==> src/rtl/sf_fft_pkg.sv <==
// rtl/sf_fft_pkg.sv - shared widths and averager state encoding
package sf_fft_pkg;
  localparam int PH_WIDTH   = 32;
  localparam int MAG_WIDTH  = 32;
  localparam int FCNT_WIDTH = 16;

  typedef enum logic [1:0] {
    IDLE   = 2'd0,
    ACCUM  = 2'd1,
    FINISH = 2'd2
  } avg_state_t;
endpackage

==> src/rtl/result_averager_if.sv <==
// rtl/result_averager_if.sv - sample input and block-average output bundle
interface result_averager_if;
  import sf_fft_pkg::*;

  logic                         i_vld;
  logic signed [PH_WIDTH-1:0]   delta_ph;
  logic        [MAG_WIDTH-1:0]  div_mag;
  logic                         clr;
  logic signed [PH_WIDTH-1:0]   avg_ph;
  logic        [MAG_WIDTH-1:0]  avg_mag;
  logic                         o_vld;
  logic        [FCNT_WIDTH-1:0] frame_cnt;

  modport master (
    output i_vld, delta_ph, div_mag, clr,
    input  avg_ph, avg_mag, o_vld, frame_cnt
  );

  modport slave (
    input  i_vld, delta_ph, div_mag, clr,
    output avg_ph, avg_mag, o_vld, frame_cnt
  );
endinterface

==> src/rtl/result_averager.sv <==
// rtl/result_averager.sv - block mean of N = 2^LOG2_NAVG phase/magnitude frames
module result_averager
  import sf_fft_pkg::*;
#(
  parameter int LOG2_NAVG = 2
) (
  input  logic              clk,
  input  logic              rstn,
  result_averager_if.slave  bus
);

  localparam int AW = PH_WIDTH + LOG2_NAVG;
  localparam int CW = LOG2_NAVG + 1;
  localparam logic [CW-1:0] N_CNT = CW'(1) << LOG2_NAVG;

  avg_state_t                  state_q, state_d;
  logic [CW-1:0]               cnt_q, cnt_d, cnt_inc;
  logic [PH_WIDTH-1:0]         ref_q, ref_d;
  logic signed [AW-1:0]        sum_dev_q, sum_dev_d;
  logic [AW-1:0]               sum_mag_q, sum_mag_d;
  logic [PH_WIDTH-1:0]         avg_ph_q, avg_ph_d;
  logic [MAG_WIDTH-1:0]        avg_mag_q, avg_mag_d;
  logic                        o_vld_q, o_vld_d;
  logic [FCNT_WIDTH-1:0]       frame_cnt_q, frame_cnt_d;
  logic signed [PH_WIDTH-1:0]  dev;

  always_comb begin
    state_d     = state_q;
    cnt_d       = cnt_q;
    ref_d       = ref_q;
    sum_dev_d   = sum_dev_q;
    sum_mag_d   = sum_mag_q;
    avg_ph_d    = avg_ph_q;
    avg_mag_d   = avg_mag_q;
    o_vld_d     = 1'b0;
    frame_cnt_d = frame_cnt_q;
    cnt_inc     = cnt_q + CW'(1);
    // Deviation from the block reference is taken modulo 2^32, so wrap at +/-pi is harmless.
    dev         = bus.delta_ph - ref_q;

    if (state_q == FINISH) begin
      avg_ph_d    = ref_q + PH_WIDTH'(sum_dev_q >>> LOG2_NAVG);
      avg_mag_d   = MAG_WIDTH'(sum_mag_q >> LOG2_NAVG);
      o_vld_d     = 1'b1;
      frame_cnt_d = frame_cnt_q + FCNT_WIDTH'(1);
      state_d     = IDLE;
      cnt_d       = '0;
    end else if (state_q != ACCUM) begin
      state_d = IDLE;
    end

    if (bus.clr) begin
      state_d = IDLE;
      cnt_d   = '0;
    end else if (bus.i_vld) begin
      if (state_q == ACCUM) begin
        sum_dev_d = sum_dev_q + AW'(dev);
        sum_mag_d = sum_mag_q + AW'(bus.div_mag);
        cnt_d     = cnt_inc;
        state_d   = (cnt_inc == N_CNT) ? FINISH : ACCUM;
      end else begin
        // FINISH behaves like IDLE here so back-to-back frames start the next block.
        ref_d     = bus.delta_ph;
        sum_dev_d = '0;
        sum_mag_d = AW'(bus.div_mag);
        cnt_d     = CW'(1);
        state_d   = (N_CNT == CW'(1)) ? FINISH : ACCUM;
      end
    end
  end

  always_ff @(posedge clk or negedge rstn) begin
    if (!rstn) begin
      state_q     <= IDLE;
      cnt_q       <= '0;
      ref_q       <= '0;
      sum_dev_q   <= '0;
      sum_mag_q   <= '0;
      avg_ph_q    <= '0;
      avg_mag_q   <= '0;
      o_vld_q     <= 1'b0;
      frame_cnt_q <= '0;
    end else begin
      state_q     <= state_d;
      cnt_q       <= cnt_d;
      ref_q       <= ref_d;
      sum_dev_q   <= sum_dev_d;
      sum_mag_q   <= sum_mag_d;
      avg_ph_q    <= avg_ph_d;
      avg_mag_q   <= avg_mag_d;
      o_vld_q     <= o_vld_d;
      frame_cnt_q <= frame_cnt_d;
    end
  end

  assign bus.avg_ph    = avg_ph_q;
  assign bus.avg_mag   = avg_mag_q;
  assign bus.o_vld     = o_vld_q;
  assign bus.frame_cnt = frame_cnt_q;

endmodule

==> src/flat_wrapper.sv <==
// flat-port wrapper written by rule: the top's interface ports become plain ports
module result_averager_flat import sf_fft_pkg::*;
#(
  parameter int LOG2_NAVG = 2
)
  (clk, rstn, bus_i_vld, bus_delta_ph, bus_div_mag, bus_clr, bus_avg_ph, bus_avg_mag, bus_o_vld, bus_frame_cnt);
  result_averager_if bus_i ();
  input  logic clk;
  input  logic rstn;
  input wire logic [$bits(bus_i.i_vld)-1:0] bus_i_vld;
  input wire logic [$bits(bus_i.delta_ph)-1:0] bus_delta_ph;
  input wire logic [$bits(bus_i.div_mag)-1:0] bus_div_mag;
  input wire logic [$bits(bus_i.clr)-1:0] bus_clr;
  output wire logic [$bits(bus_i.avg_ph)-1:0] bus_avg_ph;
  output wire logic [$bits(bus_i.avg_mag)-1:0] bus_avg_mag;
  output wire logic [$bits(bus_i.o_vld)-1:0] bus_o_vld;
  output wire logic [$bits(bus_i.frame_cnt)-1:0] bus_frame_cnt;
  assign bus_i.i_vld = bus_i_vld;
  assign bus_i.delta_ph = bus_delta_ph;
  assign bus_i.div_mag = bus_div_mag;
  assign bus_i.clr = bus_clr;
  assign bus_avg_ph = bus_i.avg_ph;
  assign bus_avg_mag = bus_i.avg_mag;
  assign bus_o_vld = bus_i.o_vld;
  assign bus_frame_cnt = bus_i.frame_cnt;
  result_averager #(.LOG2_NAVG(LOG2_NAVG)) u_core (.clk(clk), .rstn(rstn), .bus(bus_i));
endmodule
==> config.mk <==
export PLATFORM = sky130hd
export DESIGN_NAME = result_averager_flat
export DESIGN_NICKNAME = d
export VERILOG_FILES = /design/src/rtl/sf_fft_pkg.sv /design/src/rtl/result_averager_if.sv /design/src/rtl/result_averager.sv /design/src/flat_wrapper.sv
export SDC_FILE = /design/constraint.sdc
export NUM_CORES = 1
export LEC_CHECK = 0
export BUFFER_PORTS_ARGS = -buffer_cell sky130_fd_sc_hd__clkbuf_2
export CAP_MARGIN = 20
export CORE_AREA = 2 2 187 189
export DETAILED_ROUTE_END_ITERATION = 8
export DIE_AREA = 0 0 189 191
export GPL_TIMING_DRIVEN = 0
export PLACE_DENSITY_LB_ADDON = 0.25
export SLEW_MARGIN = 40
export SYNTH_ARGS = -nofsm -noshare
export SYNTH_HDL_FRONTEND = slang
export SYNTH_SLANG_ARGS = --single-unit
==> constraint.sdc <==
create_clock -name clk -period 4.95 [get_ports clk]
set_input_delay 0.99 -clock clk [delete_from_list [all_inputs] [get_ports clk]]
set_output_delay 0.99 -clock clk [all_outputs]
set_load 0.1 [all_outputs]
==> flow_results.org, run 1 <==
** Status
- Status :: finished clean

** Synth
- Yosys warning count :: 0
- Sequential fraction of the synthesis area :: 34.5%
- Post-synthesis sequential element count :: 186
- Synthesized instance count :: 1628
- Mapped Nets :: 1830
- Async set or reset register ratio after synthesis :: 100%
- Cell area after synthesis :: 13500 um2
- A synthesized cell averages 8.30 um2.
- Counting distinct cell types in the post-synthesis netlist gives 71.
- Among all flip-flop cells after synthesis, the most frequent one is dfrtp_1.
- In this run, synthesis inferred 0 flip-flops with an integrated enable.

** Worst setup path
- STA classifies the critical path endpoint as a flop.
- Critical path's slowest cell :: ha_1
- Reg-to-Reg Start :: u_core.ref_q[0]$_DFFE_PN0P_
- The critical path ends at u_core.sum_dev_q[33]$_DFFE_PN0P_.
- Crit-path max cell delay :: 0.41 ns
- WS Path Type :: primary input to flop
- Total number of cells along the worst setup path :: 25
- STA puts the critical path data required time at 5.31 ns.
- The setup check on the worst reg-to-reg path leaves a slack of 0.28 ns.
- Delay-heaviest family, CP :: compound AO/OA/AOI/OAI gates
- The worst setup path is launched from a primary input.
- Measured in cells, the most critical reg-to-reg path has a length of 23.
- Tracing the worst setup path back leads to its startpoint at bus_delta_ph[0].
- Arrival time of the worst setup path :: 5.22 ns
- The critical path contains buffers and inverters numbering 2 combined.
- The most numerous cell type found on the critical path is nor2_1.
- Worst-path fanout max :: 7
- In this run the critical register-to-register path is captured at u_core.sum_dev_q[33]$_DFFE_PN0P_.

** Cells and area
- Synth-to-Final Area Change :: 16.8%
- Fraction of final layout cells with drive strength greater than 1 :: 13.3%
- Leaving out fill and tap cells, the most frequent cell in the layout is nand2_1.
- At the end of the flow, the number of nets in the layout was 2007.
- Share of the core filled with cells :: 46.2%
- Leaving out fill and tap cells, the most frequent cells in the layout are nand2_1 (295), dfrtp_1 (186), o21ai_0 (150).
- Post-route cell area :: 15800 um2

** STA
- For the pin with the worst max-slew slack, the measured transition is 0.847 ns.
- Number of slew-limit violations in the final report :: 0
- Setup repair after global routing could not meet its margin everywhere.
- Final worst hold slack :: 0.433 ns
- Final setup violation count :: 0
- Final Critical Period :: 4.86 ns
- The final critical path takes up 98.2% of the cycle.
- Highest clock frequency the design can meet :: 206 MHz
- Rel. slew slack :: 43.5%
- Hold violation total from the final report :: 0
- Worst clock skew on the final layout :: 0.0212 ns

** Floorplanning
- Placement row count :: 68
- For this configuration, the core starts out at a cell density of 39.6%.
- Area of the die :: 36100 um2
- For this design the top-level I/O count stands at 149.
- In this run the vertical extent of the chip is 191 um.
- Die Width :: 189 um
- Area of the core :: 34100 um2

** Clock tree
- Worst-Skew Late Latency :: 0.46 ns
- Maximum count of clock buffers along a single path :: 2
- Num CTS Buffers :: 17
- Clock sink count :: 186
- Count of H-tree levels built during CTS :: 4
- Clock transition time at the flip-flop clock pins of the worst setup and hold paths :: 0.09 ns
- TritonCTS clock tree :: done
- CTS Hold Buffers Added :: 0
- In this run the clock root is driven by a clkbuf_16.

** Power
- In this run the power spent charging and discharging nets is 3.39 mW.
- Cell-internal power :: 4.15 mW
- In this run the power density over the cells is 478 nW/um2.
- Peak supply drop :: 0.000296 V
- Proportion of power drawn by combinational gates :: 55.1%
- Sequential share of power :: 26.4%
- Of the total power, the clock network draws 18.5%.
- Leakage Power :: 7.74 nW
- Net Sw Frac :: 44.9%

** Placement
- The wire-length estimate of the detail-placed layout is 31.3 mm.
- Buffers on Ports :: 148
- Dpl cell area :: 14900 um2
- At the end of routability-driven placement, the weighted congestion stood at 0.912.

** GRT
- The initial antenna violation count was 3.
- Entering global routing, the biggest net connects 60 pins.
- For this run the aggregate overflow at the end of global routing stands at 0.
- Total Routing Usage GR :: 22.7%
- Number of global-route vias before repair :: 12.1k
- First-pass GRT wire length :: 64.8 mm

** Routing
- The first detailed-routing pass ran for 5 iterations.
- Using the TritonRoute via totals, the vias-per-cell ratio works out to 5.51.
- Total number of vias :: 12.5k
- After the first detailed-routing iteration, the DRC count stood at 966.
- Dividing the detail-routed wire length by the instance count gives 17.8 um.
- Once detail routing completed, the nets flagged for antenna violations numbered 0.
- DRC :: 0
- Total Wirelength :: 40.6 mm

** Hold path
- The path class of the tightest hold or removal check is primary input to asynchronous set/reset pin.

** Run
- Across the run, the number of max-cap violations was 0.
cell type report:
class | count | area (um2)
fillers | 3428 | 18300
clock buffers | 19 | 453
multi-input cells | 1300 | 8540
diodes | 1 | 2.50
inverters | 86 | 325
flip-flops and latches | 186 | 4650
plain buffers | 56 | 216
repair buffers | 158 | 895
well taps | 455 | 569
clock inverters | 13 | 126
flip-flops by register name (all words and copies together) (netlist names):
name / count
u_core.state_q: 2
u_core.bus.o_vld: 1
u_core.ref_q: 32
u_core.bus.avg_mag: 32
u_core.cnt_q: 3
u_core.sum_mag_q: 34
u_core.bus.frame_cnt: 16
u_core.sum_dev_q: 34
u_core.bus.avg_ph: 32
Yosys cell counts, types with 6 or more instances:
cell type,instances,area (um2)
a211oi_1,21,158
a21boi_0,8,60.1
a21o_1,56,420
a21oi_1,122,611
a221o_1,6,60.1
a31oi_1,24,150
and2_1,11,68.8
and3_1,14,87.6
buf_1,7,26.3
clkbuf_1,46,173
dfrtp_1,186,4650
ha_1,130,1630
inv_1,86,323
nand2_1,296,1110
nand2b_1,16,100
nand3_1,31,155
nand4_1,19,119
nor2_1,93,349
nor2b_1,14,87.6
nor3_1,18,90.1
nor3b_1,7,52.6
o211ai_1,13,97.6
o21a_1,17,128
o21ai_0,158,791
o21bai_1,10,75.1
o31ai_1,11,82.6
or3_1,7,43.8
xnor2_1,70,613
xor2_1,40,350
worst min-delay path by stage:
stage	from	to	slack, ns
global placement	u_core.bus.avg_ph[25]$_DFFE_PN0P_	u_core.bus.avg_ph[25]$_DFFE_PN0P_	0.45
floorplan	u_core.sum_mag_q[30]$_DFFE_PN0P_	u_core.bus.avg_mag[28]$_DFFE_PN0P_	0.46
finish	rstn	u_core.bus.avg_mag[26]$_DFFE_PN0P_	0.43
CTS	rstn	u_core.bus.avg_mag[26]$_DFFE_PN0P_	0.43
global route	rstn	u_core.sum_mag_q[13]$_DFFE_PN0P_	0.44
detailed placement	u_core.bus.avg_mag[15]$_DFFE_PN0P_	u_core.bus.avg_mag[15]$_DFFE_PN0P_	0.46
through the flow:
stage	power (mW)	setup WS (ns)	cells	TNS (ns)
after floorplan	4.99	0.0205	1628	0
after global placement	5.81	-1.08	2231	-190.52
after detailed placement	5.88	-1.19	2234	-11.53
after CTS	7.40	0.00287	2270	0
after global routing	8.11	-0.0902	2274	-0.192
final	7.53	0.0902	2274	0
worst register-to-register path, delay by kind of cell, from the launching register on:
| family | cells | cell delay, ns |
|---|---|---|
| compound gates | 12 | 2.27 |
| fa+ha+maj | 3 | 1.00 |
| simple gates | 6 | 0.60 |
| flops | 1 | 0.42 |
| xor+xnor | 2 | 0.30 |
metal layers:
layer	track usage (%)	vias up	wire [um]
li1	-	6138	-
met1	31.4	6030	19200
met2	37.2	315	18800
met3	3.19	35	1990
met4	5.77	4	595
met5	0	-	23
power by group through the flow:
stage                     clock [mW]  sequential, mW  combinational, mW
after detailed placement           0            2.02               3.86
after global placement             0            2.01               3.80
after floorplan                    0            2.08               2.91
after global routing            1.48            2.02               4.60
final                           1.39            1.99               4.15
after CTS                       1.42            1.99               3.99
repair_timing:
action | CTS | global route
buffers inserted | 4 | 3
cloned | 0 | 0
setup endpoints to repair | 11 | 8
gates resized for setup | 16 | 41
pin swaps | 8 | 19
cell families after synthesis:
family	Yosys count	share of synthesized area, %
xor+xnor	110	7.13
compound gates	508	23.6
mux	5	0.398
simple gates	543	17.8
flops	186	34.5
buf+inv	142	3.99
fa+ha+maj	134	12.6
No activity file was read; power rests on OpenSTA's default activity.
==> run 2, diff against run 1 <==
--- a/config.mk
+++ b/config.mk
@@ -7,9 +7,9 @@
 export LEC_CHECK = 0
 export BUFFER_PORTS_ARGS = -buffer_cell sky130_fd_sc_hd__clkbuf_2
 export CAP_MARGIN = 20
-export CORE_AREA = 2 2 187 189
+export CORE_AREA = 2 2 168 211
 export DETAILED_ROUTE_END_ITERATION = 8
-export DIE_AREA = 0 0 189 191
+export DIE_AREA = 0 0 170 213
 export GPL_TIMING_DRIVEN = 0
 export PLACE_DENSITY_LB_ADDON = 0.25
 export SLEW_MARGIN = 40
==> flow_results.org, run 2 (synthesis gave the netlist of run 1 again) <==
** STA
- The slew at the pin closest to its max-slew limit was 0.853 ns (+0.00541 ns).
- The worst-case headroom to the max-slew limit is 43.1% (-0.36 points).
- Tcrit/Tclk final :: 99.1% (+0.95 points)
- Setup repair after global routing missed its margin :: yes
- Worst clock skew on the final layout :: 0.0110 ns (-0.0102 ns)
- Number of slew-limit violations in the final report :: 0 (unchanged)
- The post-route minimum period came to 4.91 ns (+0.0468 ns).
- The hold violation total from the final report came to 0 (unchanged).
- Final setup violation count :: 0 (unchanged)
- Highest clock frequency the design can meet :: 204 MHz (-0.95%)
- The worst hold slack came to 0.423 ns (-0.00949 ns).

** Floorplanning
- Count of pins on the block boundary :: 149 (unchanged)
- Die boundary height :: 213 um (+12%)
- The full die area is 36200 um2 (+0.31%).
- The number of placement rows came to 76 (+12%).
- Initial Utilization :: 39.5% (-0.13 points)
- Area of the core :: 34200 um2 (+0.34%)
- Die Width :: 170 um (-10%)

** Routing
- The detailed-route wire length is 41.5 mm (+2.4%).
- The count of TritonRoute iterations in the first routing pass is 5 (unchanged).
- Total number of vias :: 12.4k (-0.69%)
- The per-cell via count in the routed design is 5.53 (+0.41%).
- Detail Route Antenna Nets :: 0 (unchanged)
- The number of remaining DRC errors was 0 (unchanged).
- The routed wire length per instance is 18.5 um (+3.5%).
- The DRC marker count from the first detailed-route iteration came to 693 (-28%).

** Power
- Part of the total power dissipated in the clock network :: 18.9% (+0.4 points)
- The power per cell area was 480 nW/um2 (+0.49%).
- Sequential share of power :: 26.3% (about the same)
- The maximum ir drop on the vdd rail is 0.000194 V (-34%).
- Cell-internal power :: 4.24 mW (+2.3%)
- Net Sw Power :: 3.30 mW (-2.4%)
- The total power draw is 7.55 mW (+0.18%).
- The switching power as a share of total power is 43.8% (-1.2 points).
- Proportion of power drawn by combinational gates :: 54.8% (-0.3 points)
- Leakage Power :: 7.75 nW (about the same)

** Worst setup path
- Reg-to-Reg Start :: u_core.ref_q[0]$_DFFE_PN0P_
- Worst-path fanout max :: 4 (-3)
- The arrival time of the worst setup path came to 5.26 ns (+0.04 ns).
- R2r endpoint :: u_core.sum_dev_q[33]$_DFFE_PN0P_
- Type of element launching the critical path :: primary input
- The count of cells along the worst register-to-register path was 23 (unchanged).
- Endpoint required time on the critical path :: 5.30 ns (about the same)
- The worst setup path is of the primary input to flop kind.
- The setup slack of the worst register-to-register path is 0.29 ns (about the same).
- STA classifies the critical path endpoint as a flop.
- The largest stage delay on the critical path is 0.36 ns (-0.05 ns).
- Critical path's slowest cell :: fa_2

** Clock tree
- Num CTS Buffers :: 17 (unchanged)
- Count of H-tree levels built during CTS :: 4 (unchanged)
- CTS Root Buffer Type :: clkbuf_16
- The maximum number of buffers from clock root to sink was 2 (unchanged).
- TritonCTS built the clock tree.
- Clock sink count :: 186 (unchanged)
- Worst-Skew Late Latency :: 0.46 ns (about the same)
- The clock edge transition at the registers on the reported setup and hold paths was 0.07 ns (-0.02 ns).

** Cells and area
- The area growth from synthesis to layout is 16.4%.
- Largest registers :: u_core.sum_dev_q: 34 flops, u_core.sum_mag_q: 34 flops
- The number of inserted diodes was 0 (-1).
- Share of the core filled with cells :: 46.0% (-0.30 points)
- Post-route cell area :: 15700 um2 (-0.31%)
- Commonest non-fill, non-tap cell in the layout :: nand2_1
- The proportion of layout cells with a drive suffix above 1 was 13.2% (-0.12 points).
- Count of filler cells inserted in the layout :: 3483 (+1.6%)
- Most frequent cells in the layout :: nand2_1 (296), dfrtp_1 (186), o21ai_0 (148), clkbuf_2 (148), ha_1 (127)
- The layout net count came to 2010 (+0.15%).
- The post-route non-filler standard cell count was 2249 (-1.1%).

** Status
- The flow ran to the end, and the final reports show no timing, DRC or antenna violations.

** Placement
- The placer's final routability congestion estimate is 0.908 (-0.41%).
- Buffers on Ports :: 148 (unchanged)
- The cell area reported after detailed placement is 14900 um2 (-0.21%).
- The post-DP HPWL is 32.0 mm (+2.3%).
- Number of cells in the design after placement :: 2208 (-1.2%)

** GRT
- Initial antenna violation count :: 2 (-1)
- Pin count of the biggest net entering global routing :: 64 (+6.7%)
- The global-route wire length before repair came to 65.2 mm (+0.51%).
- The total congestion overflow after global routing was 0 (unchanged).
- Number of global-route vias before repair :: 12.3k (+1.3%)
- Total Routing Usage GR :: 23.2% (+0.57 points)

** Hold path
- Class of the most critical hold timing path :: primary input to asynchronous set/reset pin

** Run
- Number of max-cap violations :: 0 (unchanged)
## run 2: changes by cell type in the layout (fill, tap and decap cells not counted), sizes merged
cell / before / now
buf: 21 / 23
bufinv: 0 / 2
clkbuf: 212 / 214
clkinv: 5 / 7
diode: 1 / 0
inv: 92 / 86
## run 2: final cells by class
type	instances	area [um2]	share of cell area, %
timing repair buffer	161	907	5.77
sequential	186	4650	29.6
tap	429	537	3.41
clock inverter	11	121	0.772
clock buffer	20	467	2.97
buffer	56	218	1.38
inverter	86	323	2.05
multi-input combinational	1300	8500	54.1
## run 2: power by group through the flow
stage	clock network [mW]	registers, mW	logic, mW
4_1_cts	1.46	1.99	3.96
3_3_place_gp	0	2.01	3.81
3_5_place_dp	0	2.01	3.86
2_1_floorplan	0	2.08	2.91
5_1_grt	1.51	2.02	4.60
6_report	1.42	1.99	4.14
## run 2: worst max path at each step
stage	startpoint	to	cells past startpoint
global placement	rstn	u_core.bus.avg_mag[27]$_DFFE_PN0P_	1
global route	bus_delta_ph[0]	u_core.sum_dev_q[33]$_DFFE_PN0P_	25
floorplan	bus_delta_ph[0]	u_core.sum_dev_q[33]$_DFFE_PN0P_	24
detailed placement	bus_delta_ph[0]	u_core.sum_dev_q[32]$_DFFE_PN0P_	23
finish	bus_delta_ph[0]	u_core.sum_dev_q[33]$_DFFE_PN0P_	25
CTS	bus_delta_ph[0]	u_core.sum_dev_q[33]$_DFFE_PN0P_	25
## run 2: what timing repair did
action,CTS,global route
hold endpoints to repair,0,0
endpoints found under the setup margin,10,10
gates resized for setup,18,29
pin swaps,8,24
buffers inserted,5,5
hold buffers,0,0
## run 2: worst max-delay path, delay by kind of cell
kind                     cells  cell delay, ns
AO/OA/AOI/OAI               12            1.88
XOR/XNOR                     2            0.33
adder cells (fa/ha/maj)      3            0.83
buffers and inverters        2            0.13
AND/OR/NAND/NOR              6            1.08
## run 2: metrics by stage
stage / setup TNS [ns] / setup WS [ns]
after floorplan: 0 / 0.0205
after global placement: -187.41 / -0.977
after detailed placement: -9.20 / -0.997
after CTS: 0 / 0.0333
after global routing: -0.186 / -0.105
final: 0 / 0.0434
## run 2: metal layers
| layer | vias up | part of all wire, % | GRT usage [%] | routed length, um |
|---|---|---|---|---|
| li1 | 6137 | - | - | - |
| met1 | 5956 | 43 | 28.1 | 17700 |
| met2 | 276 | 51 | 41.7 | 21000 |
| met3 | 62 | 4.2 | 3.99 | 1730 |
| met4 | 4 | 2.6 | 7.78 | 1060 |
| met5 | - | 0.082 | 0 | 34 |
==> run 3, diff against run 2 <==
--- a/config.mk
+++ b/config.mk
@@ -8,6 +8,7 @@
 export BUFFER_PORTS_ARGS = -buffer_cell sky130_fd_sc_hd__clkbuf_2
 export CAP_MARGIN = 20
 export CORE_AREA = 2 2 168 211
+export CTS_CLUSTER_SIZE = 40
 export DETAILED_ROUTE_END_ITERATION = 8
 export DIE_AREA = 0 0 170 213
 export GPL_TIMING_DRIVEN = 0
==> constraint.sdc (replaced) <==
create_clock -name clk -period 5.2 [get_ports clk]
set_input_delay 1.04 -clock clk [delete_from_list [all_inputs] [get_ports clk]]
set_output_delay 1.04 -clock clk [all_outputs]
set_load 0.1 [all_outputs]
==> flow_results.org, run 3 (synthesis gave the netlist of run 1 again) <==
** Cells and area
- Antenna Diode Count :: 0 (unchanged)
- Register Area :: 4650 um2 (unchanged)
- The multi-input gate area in the final layout came to 8400 um2 (-1.2%).
- Count of filler cells inserted in the layout :: 3487 (+0.11%)
- The layout net count is 2002 (-0.40%).
- The proportion of layout cells with a drive suffix above 1 came to 12.1% (-1.0 points).
- Synth-to-Final Area Change :: 15.2%
- The largest registers in the layout are u_core.sum_dev_q: 34 flops, u_core.sum_mag_q: 34 flops.
- The post-route non-filler standard cell count was 2241 (-0.36%).
- Most frequent cells in the layout :: nand2_1 (296), dfrtp_1 (186), o21ai_0 (153)
- Leaving out fill and tap cells, the most frequent cell in the layout is nand2_1.

** Clock tree
- TritonCTS built the clock tree.
- Clock transition time at the flip-flop clock pins of the worst setup and hold paths :: 0.07 ns (about the same)
- CTS Root Buffer Type :: clkbuf_16
- The number of clock sinks seen by CTS came to 186 (unchanged).
- Num CTS Buffers :: 17 (unchanged)
- Count of H-tree levels built during CTS :: 4 (unchanged)
- Maximum count of clock buffers along a single path :: 2 (unchanged)
- The clock insertion delay at the later pin of the skew report was 0.46 ns (about the same).

** STA
- Setup repair after global routing missed its margin :: yes
- Slew at the pin closest to its max-slew limit :: 0.862 ns (+0.00930 ns)
- The number of pins with negative max-slew slack in the final report came to 0 (unchanged).
- Hold violation total from the final report :: 0 (unchanged)
- The post-route worst setup slack is 0.142 ns (+0.0985 ns).
- Based on the critical path, the design can be clocked at up to 198 MHz.
- Final setup TNS :: 0 ns (unchanged)
- Final Critical Period :: 5.06 ns
- Worst clock skew on the final layout :: 0.0159 ns (+0.00494 ns)
- Rel. slew slack :: 42.5% (-0.62 points)
- In the finished design, the share of the clock period the worst path needs comes to 97.3%.
- The final-report setup violation count is 0 (unchanged).

** Worst setup path
- Endpoint required time on the critical path :: 5.56 ns (+0.26 ns)
- The largest driver fanout on the critical path is 5 (+1).
- WS Path Type :: primary input to flop
- The arrival time of the worst setup path was 5.41 ns (+0.15 ns).
- STA classifies the critical path endpoint as a flop.
- Type of element launching the critical path :: primary input

** GRT
- The met3 usage in global routing is 3.97% (-0.019 points).
- The global-route wire length before repair was 64.9 mm (-0.40%).
- Initial antenna violation count :: 2 (unchanged)
- The total congestion overflow after global routing is 0 (unchanged).
- Layer carrying the most global-route usage :: met2
- Pin count of the biggest net entering global routing :: 64 (unchanged)
- The total routing usage reported by global routing is 23.2% (-0.081 points).
- The number of global-route vias before repair was 12.2k (-0.69%).
- The fraction of met2 tracks used by global routing came to 41.5% (-0.18 points).
- The met1 usage was 28.1% (-0.039 points).

** Floorplanning
- The total core area is 34200 um2 (unchanged).
- The full die area came to 36200 um2 (unchanged).
- Placement row count :: 76 (unchanged)
- The vertical die dimension is 213 um (unchanged).
- Die Width :: 170 um (unchanged)
- The number of primary I/O pins was 149 (unchanged).
- Initial Utilization :: 39.5% (unchanged)

** Power
- Leakage Power :: 7.70 nW (-0.66%)
- Peak supply drop :: 0.000185 V (-4.8%)
- Pwr Density :: 452 nW/um2 (-5.8%)

** Status
- Status :: finished clean

** Placement
- Post-place setup slack :: -0.797 ns (+0.200 ns)
- The placer's final routability congestion estimate was 0.908 (unchanged).
- Buffers on Ports :: 148 (unchanged)
- Post-detailed-placement half-perimeter wirelength :: 32.0 mm (unchanged)
- Number of cells in the design after placement :: 2208 (unchanged)

** Hold path
- The tightest min-delay check is of the primary input to asynchronous set/reset pin type.

** Routing
- The per-cell via count in the routed design came to 5.54 (+0.17%).
- The DRC marker count from the first detailed-route iteration is 683 (-1.4%).
- The number of nets with antenna violations after detailed routing was 0 (unchanged).
- The detailed-route wire length is 41.2 mm (-0.83%).
- The number of remaining DRC errors was 0 (unchanged).
- The count of TritonRoute iterations in the first routing pass was 6 (+1).
- The routed wire length per instance came to 18.4 um (-0.47%).
- The total via count after detailed routing came to 12.4k (-0.18%).

** Run
- Number of max-cap violations :: 0 (unchanged)
[run 3: path summary, 6_finish.rpt]
kind                                              startpoint                                 to  slack [ns]  cells past startpoint
max                                          bus_delta_ph[0]   u_core.sum_dev_q[33]$_DFFE_PN0P_        0.14                     25
min                                                     rstn  u_core.bus.avg_ph[22]$_DFFE_PN0P_        0.47                      1
max reg2reg                      u_core.ref_q[0]$_DFFE_PN0P_   u_core.sum_dev_q[33]$_DFFE_PN0P_        0.44                     23
min reg2reg                u_core.bus.avg_mag[8]$_DFFE_PN0P_  u_core.bus.avg_mag[8]$_DFFE_PN0P_        0.48                      2
max in group asynchronous                               rstn   u_core.sum_dev_q[16]$_DFFE_PN0P_        3.85                      3
min in group clk           u_core.bus.avg_mag[8]$_DFFE_PN0P_  u_core.bus.avg_mag[8]$_DFFE_PN0P_        0.48                      2
[run 3: critical path, cell delays in order]
cell	delay, ns
clkbuf_2	0.09
inv_1	0.04
ha_2	0.19
fa_2	0.41
nor2b_2	0.13
o21ai_2	0.07
a21boi_2	0.20
a2bb2oi_2	0.21
nand4_1	0.29
a31oi_2	0.33
or2_4	0.17
a21o_1	0.10
a21oi_1	0.07
xnor2_1	0.14
ha_1	0.37
and3_4	0.20
and2_4	0.16
o21ai_0	0.07
o21a_1	0.17
nand3b_1	0.11
o221a_4	0.25
o221ai_2	0.16
xnor2_1	0.17
o21ai_1	0.08
a22o_1	0.20
[run 3: what timing repair did]
item | 4_1_cts | 5_1_grt
endpoints found under the setup margin | 7 | 7
hold buffers | 0 | 0
gates resized for setup | 5 | 21
buffers inserted | 0 | 2
pin swaps | 0 | 9
[run 3: layer usage]
layer / vias to the layer above / wire length [um]
met4: 4 / 1070
met2: 295 / 20900
met1: 5922 / 17300
met3: 66 / 1870
met5: - / 34
li1: 6125 / -
[run 3: through the flow]
step | hold WS, ns | util [%] | power, mW | cell area (um2)
final | 0.474 | 45.5 | 7.04 | 15600
after global routing | 0.480 | 45.5 | 7.60 | 15600
after floorplan | 0.460 | - | 4.75 | 13500
after CTS | 0.470 | 45.2 | 6.99 | 15500
after detailed placement | 0.461 | 43.5 | 5.59 | 14900
after global placement | 0.459 | 43.2 | 5.54 | 14800
[run 3: final cells by class]
| class | count | share of cell area, % |
|---|---|---|
| multi-input cells | 1300 | 54.0 |
| flip-flops and latches | 186 | 29.9 |
| repair buffers | 153 | 5.44 |
| well taps | 429 | 3.45 |
| clock buffers | 20 | 3.00 |
| inverters | 86 | 2.07 |
| plain buffers | 56 | 1.40 |
| clock inverters | 11 | 0.779 |
[run 3: power breakdown]
part | switching (mW) | internal [mW]
Clock | 0.611 | 0.743
Sequential | 0.219 | 1.67
Combinational | 2.24 | 1.55
Total | 3.07 | 3.96
